**config.mk**
```make
export PLATFORM = sky130hd
export DESIGN_NAME = regfile_write_arbiter
export DESIGN_NICKNAME = d
export VERILOG_FILES = /design/src/rtl/regfile_pkg.sv /design/src/rtl/rr_arbiter.sv /design/src/rtl/regfile_write_arbiter.sv
export SDC_FILE = /design/constraint.sdc
export NUM_CORES = 1
export LEC_CHECK = 0
export CORE_MARGIN = 8
export CORE_UTILIZATION = 35
export DETAILED_ROUTE_END_ITERATION = 10
export HOLD_SLACK_MARGIN = 0.03
export PLACE_DENSITY = 0.7
export SLEW_MARGIN = 15
export SYNTH_ARGS = -nofsm -noshare
export SYNTH_HDL_FRONTEND = slang
export SYNTH_SLANG_ARGS = --single-unit
export TNS_END_PERCENT = 1
```
**constraint.sdc**
```tcl
create_clock -name clk -period 3.15 [get_ports clk]
set_input_delay 0.7875 -clock clk [delete_from_list [all_inputs] [get_ports clk]]
set_output_delay 0.7875 -clock clk [all_outputs]
set_load 0.02 [all_outputs]
```
**src/rtl/regfile_pkg.sv**
```systemverilog
// regfile_pkg: shared sizes and requester indices for the register bank write path
package regfile_pkg;
  localparam int DATA_W   = 16;
  localparam int ADDR_W   = 3;
  localparam int NUM_REGS = 8;
  localparam int NUM_REQ  = 3;
  localparam int REQ_ALU  = 0;
  localparam int REQ_MEM  = 1;
  localparam int REQ_IMM  = 2;
endpackage

```
**src/rtl/rr_arbiter.sv**
```systemverilog
// rr_arbiter: combinational round-robin pick; req[N], ptr (search start) in, one-hot grant out
module rr_arbiter #(
  parameter int N  = 3,
  parameter int PW = (N > 1) ? $clog2(N) : 1
) (
  input  logic [N-1:0]  req,
  input  logic [PW-1:0] ptr,
  output logic [N-1:0]  grant
);
  int   idx;
  logic found;
  always_comb begin
    grant = '0;
    found = 1'b0;
    idx   = 0;
    for (int k = 0; k < N; k++) begin
      idx = (int'(ptr) + k) % N;
      if (!found && req[idx]) begin
        grant[idx] = 1'b1;
        found      = 1'b1;
      end
    end
  end
endmodule

```
**src/rtl/regfile_write_arbiter.sv**
```systemverilog
// regfile_write_arbiter: RR-shares the bank write port (reqValid/reqRd/reqData -> reqGrant, registered rd/Datain/registerLoad) and tracks pending writes in busy, set by reserveValid/reserveRd
module regfile_write_arbiter
  import regfile_pkg::*;
#(
  parameter int NUM_REQ  = regfile_pkg::NUM_REQ,
  parameter int DATA_W   = regfile_pkg::DATA_W,
  parameter int ADDR_W   = regfile_pkg::ADDR_W,
  parameter int NUM_REGS = regfile_pkg::NUM_REGS
) (
  input  logic                      clk,
  input  logic                      rst,
  input  logic [NUM_REQ-1:0]        reqValid,
  input  logic [NUM_REQ*ADDR_W-1:0] reqRd,
  input  logic [NUM_REQ*DATA_W-1:0] reqData,
  output logic [NUM_REQ-1:0]        reqGrant,
  input  logic                      reserveValid,
  input  logic [ADDR_W-1:0]         reserveRd,
  output logic [ADDR_W-1:0]         rd,
  output logic [DATA_W-1:0]         Datain,
  output logic                      registerLoad,
  output logic [NUM_REGS-1:0]       busy
);
  localparam int PW = (NUM_REQ > 1) ? $clog2(NUM_REQ) : 1;
  logic [PW-1:0]       ptr_q, ptr_d;
  logic [NUM_REQ-1:0]  grant;
  logic [ADDR_W-1:0]   rd_q, rd_d;
  logic [DATA_W-1:0]   data_q, data_d;
  logic                load_q, load_d;
  logic [NUM_REGS-1:0] busy_q, busy_d;
  rr_arbiter #(.N(NUM_REQ), .PW(PW)) u_arb (
    .req  (reqValid),
    .ptr  (ptr_q),
    .grant(grant)
  );
  assign reqGrant = rst ? '0 : grant;
  always_comb begin
    load_d = 1'b0;
    rd_d   = rd_q;
    data_d = data_q;
    ptr_d  = ptr_q;
    for (int i = 0; i < NUM_REQ; i++) begin
      if (reqGrant[i]) begin
        load_d = 1'b1;
        rd_d   = reqRd[i*ADDR_W +: ADDR_W];
        data_d = reqData[i*DATA_W +: DATA_W];
        ptr_d  = (i == NUM_REQ - 1) ? '0 : PW'(i + 1);
      end
    end
    busy_d = busy_q;
    if (load_d) busy_d[rd_d] = 1'b0;
    if (reserveValid) busy_d[reserveRd] = 1'b1;
  end
  always_ff @(posedge clk) begin
    if (rst) begin
      ptr_q  <= '0;
      rd_q   <= '0;
      data_q <= '0;
      load_q <= 1'b0;
      busy_q <= '0;
    end else begin
      ptr_q  <= ptr_d;
      rd_q   <= rd_d;
      data_q <= data_d;
      load_q <= load_d;
      busy_q <= busy_d;
    end
  end
  assign rd           = rd_q;
  assign Datain       = data_q;
  assign registerLoad = load_q;
  assign busy         = busy_q;
endmodule

```
Word-level counts from Yosys, hierarchy flattened
Cells that the tools add are included.
{"block": "op_classes", "n_reduce_logical": 13, "order_cmp": 10, "n_mux": 38, "div": 3, "addsub": 2, "bitwise_logic": 5}
{"operator": ">= comparator 32 x 1 -> 1 bit (second input constant)", "n": 3}
{"operator": "< comparator 32 x 4 -> 1 bit (second input constant)", "n": 3}
{"operator": "modulo 32 x 3 -> 32 bit (second input constant)", "n": 2}
{"operator": "two-way mux 16 bit", "n": 3}
{"operator": "modulo 3 x 3 -> 32 bit (second input constant)", "n": 1}
{"operator": "two-way mux 3 bit", "n": 7}
{"operator": "two-way mux 1 bit", "n": 16}
{"operator": "two-way mux 8 bit", "n": 2}
{"operator": "AND 8 bit", "n": 1}
{"operator": "< comparator 3 x 4 -> 1 bit (second input constant)", "n": 2}
{"operator": "inverter 8 bit", "n": 1}
{"operator": "bitwise OR 8 bit", "n": 1}
{"operator": "logical AND 1 bit", "n": 7}
{"operator": "binary-select mux 1 bit (select 2 bit)", "n": 3}
{"operator": "demux 1 bit (select 2 bit)", "n": 3}
{"operator": "demux 1 bit (select 3 bit)", "n": 2}
{"operator": ">= comparator 3 x 1 -> 1 bit (second input constant)", "n": 2}
{"operator": "bitwise OR 3 bit", "n": 2}
{"operator": "two-way mux 2 bit", "n": 2}
{"operator": "adder 2 x 1 -> 3 bit (second input constant)", "n": 1}
{"operator": "adder 2 x 2 -> 3 bit (second input constant)", "n": 1}
{"operator": "nonzero test 3 bit", "n": 1}
{"operator": "OR reduction 3 bit", "n": 1}
{"operator": "logical NOT 1 bit", "n": 2}
{"operator": "2 further kinds", "n": 2}
{"block": "word_totals", "output_inout_bits": 31, "elab_cells": 77, "input_bits": 66, "reg_bits": 30}

Longest topological paths before layout
{"block": "logic_depth", "ltp_word": 24, "depth_mapped": 12, "depth_no_buf": 10}

Hierarchy
Synthesis repeated with hierarchy kept, for this count alone.
{"block": "unflattened", "hier_cells": 244, "hier_area_um2": 2059.5}
{"module": "regfile_write_arbiter", "seq_area_each_um2": 600.6, "instances": 1, "cells_each": 209, "area_per_inst_um2": 1794.2}
{"module": "rr_arbiter", "seq_area_each_um2": 0.0, "instances": 1, "cells_each": 35, "area_per_inst_um2": 265.3}

Worst setup path after synthesis
No wires, ideal clock.
{"block": "synth_timing", "path_kind": "input to output", "startpoint": "in reqValid[2]", "endpoint": "out reqGrant[0]", "required_ns": 2.362, "n_path_buf": 1, "t_arrival_ns": 1.994, "slack_ns": 0.368, "path_stages": 5, "cell_sequence": "mux2_1 mux2_2 mux2_4 o211a_1 buf_6"}
{"block": "synth_between", "elab_chain_cells": 11, "word_cells_on_any_way": 21, "classes_between": "15 x mux; 2 x bitwise; 4 x reduce/logical"}
{"element": "from (decl)", "line": "regfile_write_arbiter.sv:12", "text": "input logic [NUM_REQ-1:0] reqValid,"}
{"element": "binary-select mux 1 bit (select 2 bit)", "line": "rr_arbiter.sv:18", "text": "if (!found && req[idx]) begin"}
{"element": "two-way mux 1 bit (not written as such) (2 in series)", "line": "rr_arbiter.sv:18"}
{"element": "two-way mux 1 bit", "line": "rr_arbiter.sv:18"}
{"element": "logical NOT 1 bit", "line": "rr_arbiter.sv:18"}
{"element": "logical AND 1 bit", "line": "rr_arbiter.sv:18"}
{"element": "two-way mux 1 bit", "line": "rr_arbiter.sv:18"}
{"element": "logical NOT 1 bit", "line": "rr_arbiter.sv:18"}
{"element": "logical AND 1 bit", "line": "rr_arbiter.sv:18"}
{"element": "two-way mux 3 bit *", "line": "rr_arbiter.sv:18"}
{"element": "two-way mux 3 bit *", "line": "regfile_write_arbiter.sv:35", "text": "assign reqGrant = rst ? '0 : grant;"}
{"element": "to (decl)", "line": "regfile_write_arbiter.sv:15", "text": "output logic [NUM_REQ-1:0] reqGrant,"}
Mark *: on every way between the ends. The rest lies on a longest branch, timed or not. The select of a mux whose other input is x is not followed.

Final worst setup path
Same ends and word-level chain as after synthesis.

==> summary by stage <==
Worst setup path
The top fanout value on the critical path is 3. The element type at the critical path end is an output pin. For the worst setup path, the data arrival time is 2.30 ns.

The critical path goes through dlygate4sd2_1, mux2_1, mux2_2, mux2_4, o211a_1, buf_6. The startpoint class of the critical path is an input pin. The worst setup path is of the in2out kind. The maximum single-stage delay on the critical path is 0.31 ns. The cell type group with the largest total delay on the critical path is multiplexers. The standard cell with the maximum stage delay on the critical path is sky130_fd_sc_hd__mux2_4. At the worst endpoint, the required time is 2.36 ns.

Together, buffers and inverters on the worst path number 2.

Power and ir drop
The share of total power dissipated in combinational logic is 64.1%. Net switching is 41.14% of the power. The static leakage power is 0.001380 µW. Summed over all nets, the switching power comes to 1105 µW. The total power density per cell area is 815.0 mW/mm². Cell internal power was estimated by the tool at 1582 µW. VDD sags by at most 0.3942 mV. The clock network is responsible for 14.7% of the overall power. Of the total power, registers draw 21.2%.

Logic synthesis
The number of unique standard cell types used by synthesis is 46. The count of state elements after synthesis is 30. The synthesized area per cell is 8.456 µm². Counting flops with a built-in enable in the synthesized netlist gives 0. The share of Yosys cell area claimed by the top area cell type is 29.59%.

The cell area that synthesis handed to floorplanning was 0.002029 mm². For this run, asynchronously set or reset flops after synthesis account for 0%. The net count of the mapped netlist is 310. The synthesized instance count is 240. For this run, the number of Yosys warnings is 0. For this run, the leading register cell type out of synthesis is sky130_fd_sc_hd__dfxtp_1. By area the synthesized netlist is led by sky130_fd_sc_hd__dfxtp_1, sky130_fd_sc_hd__mux2i_1, sky130_fd_sc_hd__a211o_1. The synthesized design spends more area on one cell type than any other, namely sky130_fd_sc_hd__dfxtp_1. The share of the Yosys chip area taken by registers is 29.59%.

Final layout
Cells with a size suffix above 1 make up 17.85% of the layout. The most common cell after layout, fill and taps aside is sky130_fd_sc_hd__clkdlybuf4s50_1. Cells fill 59.51% of the core in the end. The area growth from synthesis to layout is 62.45%.

The number of antenna diodes in the final layout is 0. The number of nets at the end of the flow is 423. The top cell types in the final layout, fill and taps aside, are sky130_fd_sc_hd__clkdlybuf4s50_1, sky130_fd_sc_hd__dfxtp_1, sky130_fd_sc_hd__nor2_1. Counting the fill cells in the layout gives 527.

Placed design
The number of I/O port buffers is 96. The congestion estimate from routability-driven global placement came to 0.8655. The placed wire-length estimate after detailed placement is 4.967 mm.

Global routing
The number of global-route vias before repair is 2,260. Global routing used 14.69% of the available tracks. The largest net degree at the start of global routing is 39. The initial antenna violation count is 0. Summed over all layers, the global routing overflow is 0. The first-pass GRT wire length is 10.37 mm.

Clocking
In this run the number of H-tree levels came out at 2. The number of buffers inserted for hold repair after clock tree synthesis is 0. The tree is rooted in a sky130_fd_sc_hd__clkbuf_8. After clock tree synthesis, the clock-pin slew on the worst setup and hold paths is 0.05 ns. The CTS tree is yes. The maximum root-to-sink buffer count is 2. The clock reaches the later pin of the worst-skew pair after 0.28 ns. TritonCTS created 5 clock buffers.

The clock drives 30 sinks.

Die
The number of cell rows is 27. The die boundary width is 92.15 µm. The effective utilization at floorplan is 36.63%. The die covers 0.008491 mm². The die is 92.15 µm tall. During I/O placement, the number of pins put on the boundary was 97.

The total core area is 0.005540 mm².

Routing
The post-detailed-route DRC marker count is 0. Dividing the detail-routed wire length by the instance count gives 14.56 µm. In this run the remaining antenna-violating nets after routing total 0. The first TritonRoute pass finished after 4 iterations. In this run, the number of DRC markers left after iteration 0 of detailed routing was 59.

The detailed-route wire length is 6.190 mm. The average via count per standard cell is 5.078. The routed layout has 2,158 vias.

Timing
The worst path in the final design needs a cycle of 3.089 ns, including I/O delays and setup. The worst clock skew is 0.009576 ns. The max-slew violation count was 0. For the pin with the worst max-slew slack, the measured transition is 0.3703 ns. The number of setup violations in the final report is 0. Setup repair after global routing left no endpoint under its margin. The maximum frequency from static timing analysis is 0.3237 GHz. The setup TNS is 0 ns.

The relative slew slack is 74.68%. The final hold violation count is 0. The final period utilization is 98.06%.

Job
Max-cap violations in this run came to 0.

Hold path
The tightest min-delay check is of the reg2reg type.

Outcome
The run finished with clean final reports.
==> metal layers <==
metal,GRT usage [%],share of wire [%],up-vias
li1,-,-,1096
met1,17.30,44,951
met2,22.53,44,103
met3,7.742,11,8
met4,4.430,1.2,0
met5,0,0,-
==> synthesized netlist by cell type (2+ instances only) <==
cell type	count
sky130_fd_sc_hd__nor2_1	31
sky130_fd_sc_hd__dfxtp_1	30
sky130_fd_sc_hd__mux2i_1	20
sky130_fd_sc_hd__nand2_1	18
sky130_fd_sc_hd__a211o_1	16
sky130_fd_sc_hd__a21oi_2	16
sky130_fd_sc_hd__o21ai_0	10
sky130_fd_sc_hd__inv_1	9
sky130_fd_sc_hd__nor3_1	9
sky130_fd_sc_hd__nand2b_1	8
sky130_fd_sc_hd__a31oi_1	7
sky130_fd_sc_hd__a21oi_1	6
sky130_fd_sc_hd__buf_2	5
sky130_fd_sc_hd__buf_6	4
sky130_fd_sc_hd__clkbuf_1	4
sky130_fd_sc_hd__ha_1	4
sky130_fd_sc_hd__o2111ai_1	3
sky130_fd_sc_hd__o21a_1	3
sky130_fd_sc_hd__or2_2	3
sky130_fd_sc_hd__a2111oi_0	2
sky130_fd_sc_hd__a211oi_1	2
sky130_fd_sc_hd__and2_1	2
sky130_fd_sc_hd__nand3b_1	2
sky130_fd_sc_hd__nor2b_1	2
sky130_fd_sc_hd__nor3b_1	2
sky130_fd_sc_hd__o22ai_1	2
==> sequential cells by signal (all words and copies together) (netlist names) <==
register      cells
rd                3
ptr_q             2
Datain           16
registerLoad      1
busy              8
==> worst paths after layout <==
check              start           to  slack [ns]  cells after the start
min            Datain[2]    Datain[2]        0.46                      2
max reg2reg     ptr_q[1]      busy[0]        0.35                     10
max          reqValid[2]  reqGrant[0]        0.06                      6
min reg2reg    Datain[2]    Datain[2]        0.46                      2
==> power groups by stage <==
stage / combinational [µW] / sequential [µW] / clock, µW
finish: 1720 / 571 / 394
global route: 1870 / 586 / 424
CTS: 1730 / 572 / 404
detailed placement: 1730 / 579 / 0
global placement: 1720 / 575 / 0
floorplan: 982 / 713 / 0
==> repair_timing <==
item,CTS,global route
resized for setup,15,3
setup buffers,0,0
endpoints found under the setup margin,3,3
pin swaps,0,0
==> per-stage QoR <==
step           cells  setup slack (ns)  instance area (µm²)  total power, µW  hold WS [ns]
6_report         425           0.06112                 3297             2687        0.4550
2_1_floorplan    240            0.3685                 2029             1695        0.5163
3_3_place_gp     418           -0.5107                 3183             2299        0.4422
5_1_grt          425           0.02397                 3297             2881        0.4774
3_5_place_dp     418           -0.5247                 3183             2307        0.4477
4_1_cts          425          0.005505                 3291             2708        0.4582
==> area by class of cell <==
class                   instances  area, µm²  share of cell area (%)
flip-flops and latches         30      600.6                   18.22
well taps                      72      90.09                   2.732
clock inverters                 1      30.03                  0.9108
multi-input cells             187       1309                   39.70
repair buffers                120       1151                   34.91
inverters                       9      33.78                   1.025
clock buffers                   6      82.58                   2.505
==> kinds of logic (layout without fill, tap and decap cells) <==
logic type	Yosys count	count (layout)	share of synthesized area [%]
buffers and inverters	23	136	6.226
AO/OA/AOI/OAI	76	76	29.59
adder cells (fa/ha/maj)	4	4	2.466
multiplexers	24	24	12.39
AND/OR/NAND/NOR	83	83	19.73
flip-flops	30	30	29.59
==> worst min-delay path: cells and delay by family, from the launching register on <==
| family | cells | cell delay [ns] |
|---|---|---|
| flops | 1 | 0.31 |
| simple gates | 1 | 0.06 |
| compound gates | 1 | 0.04 |
Note: power is estimated with default switching activity, not from simulation.
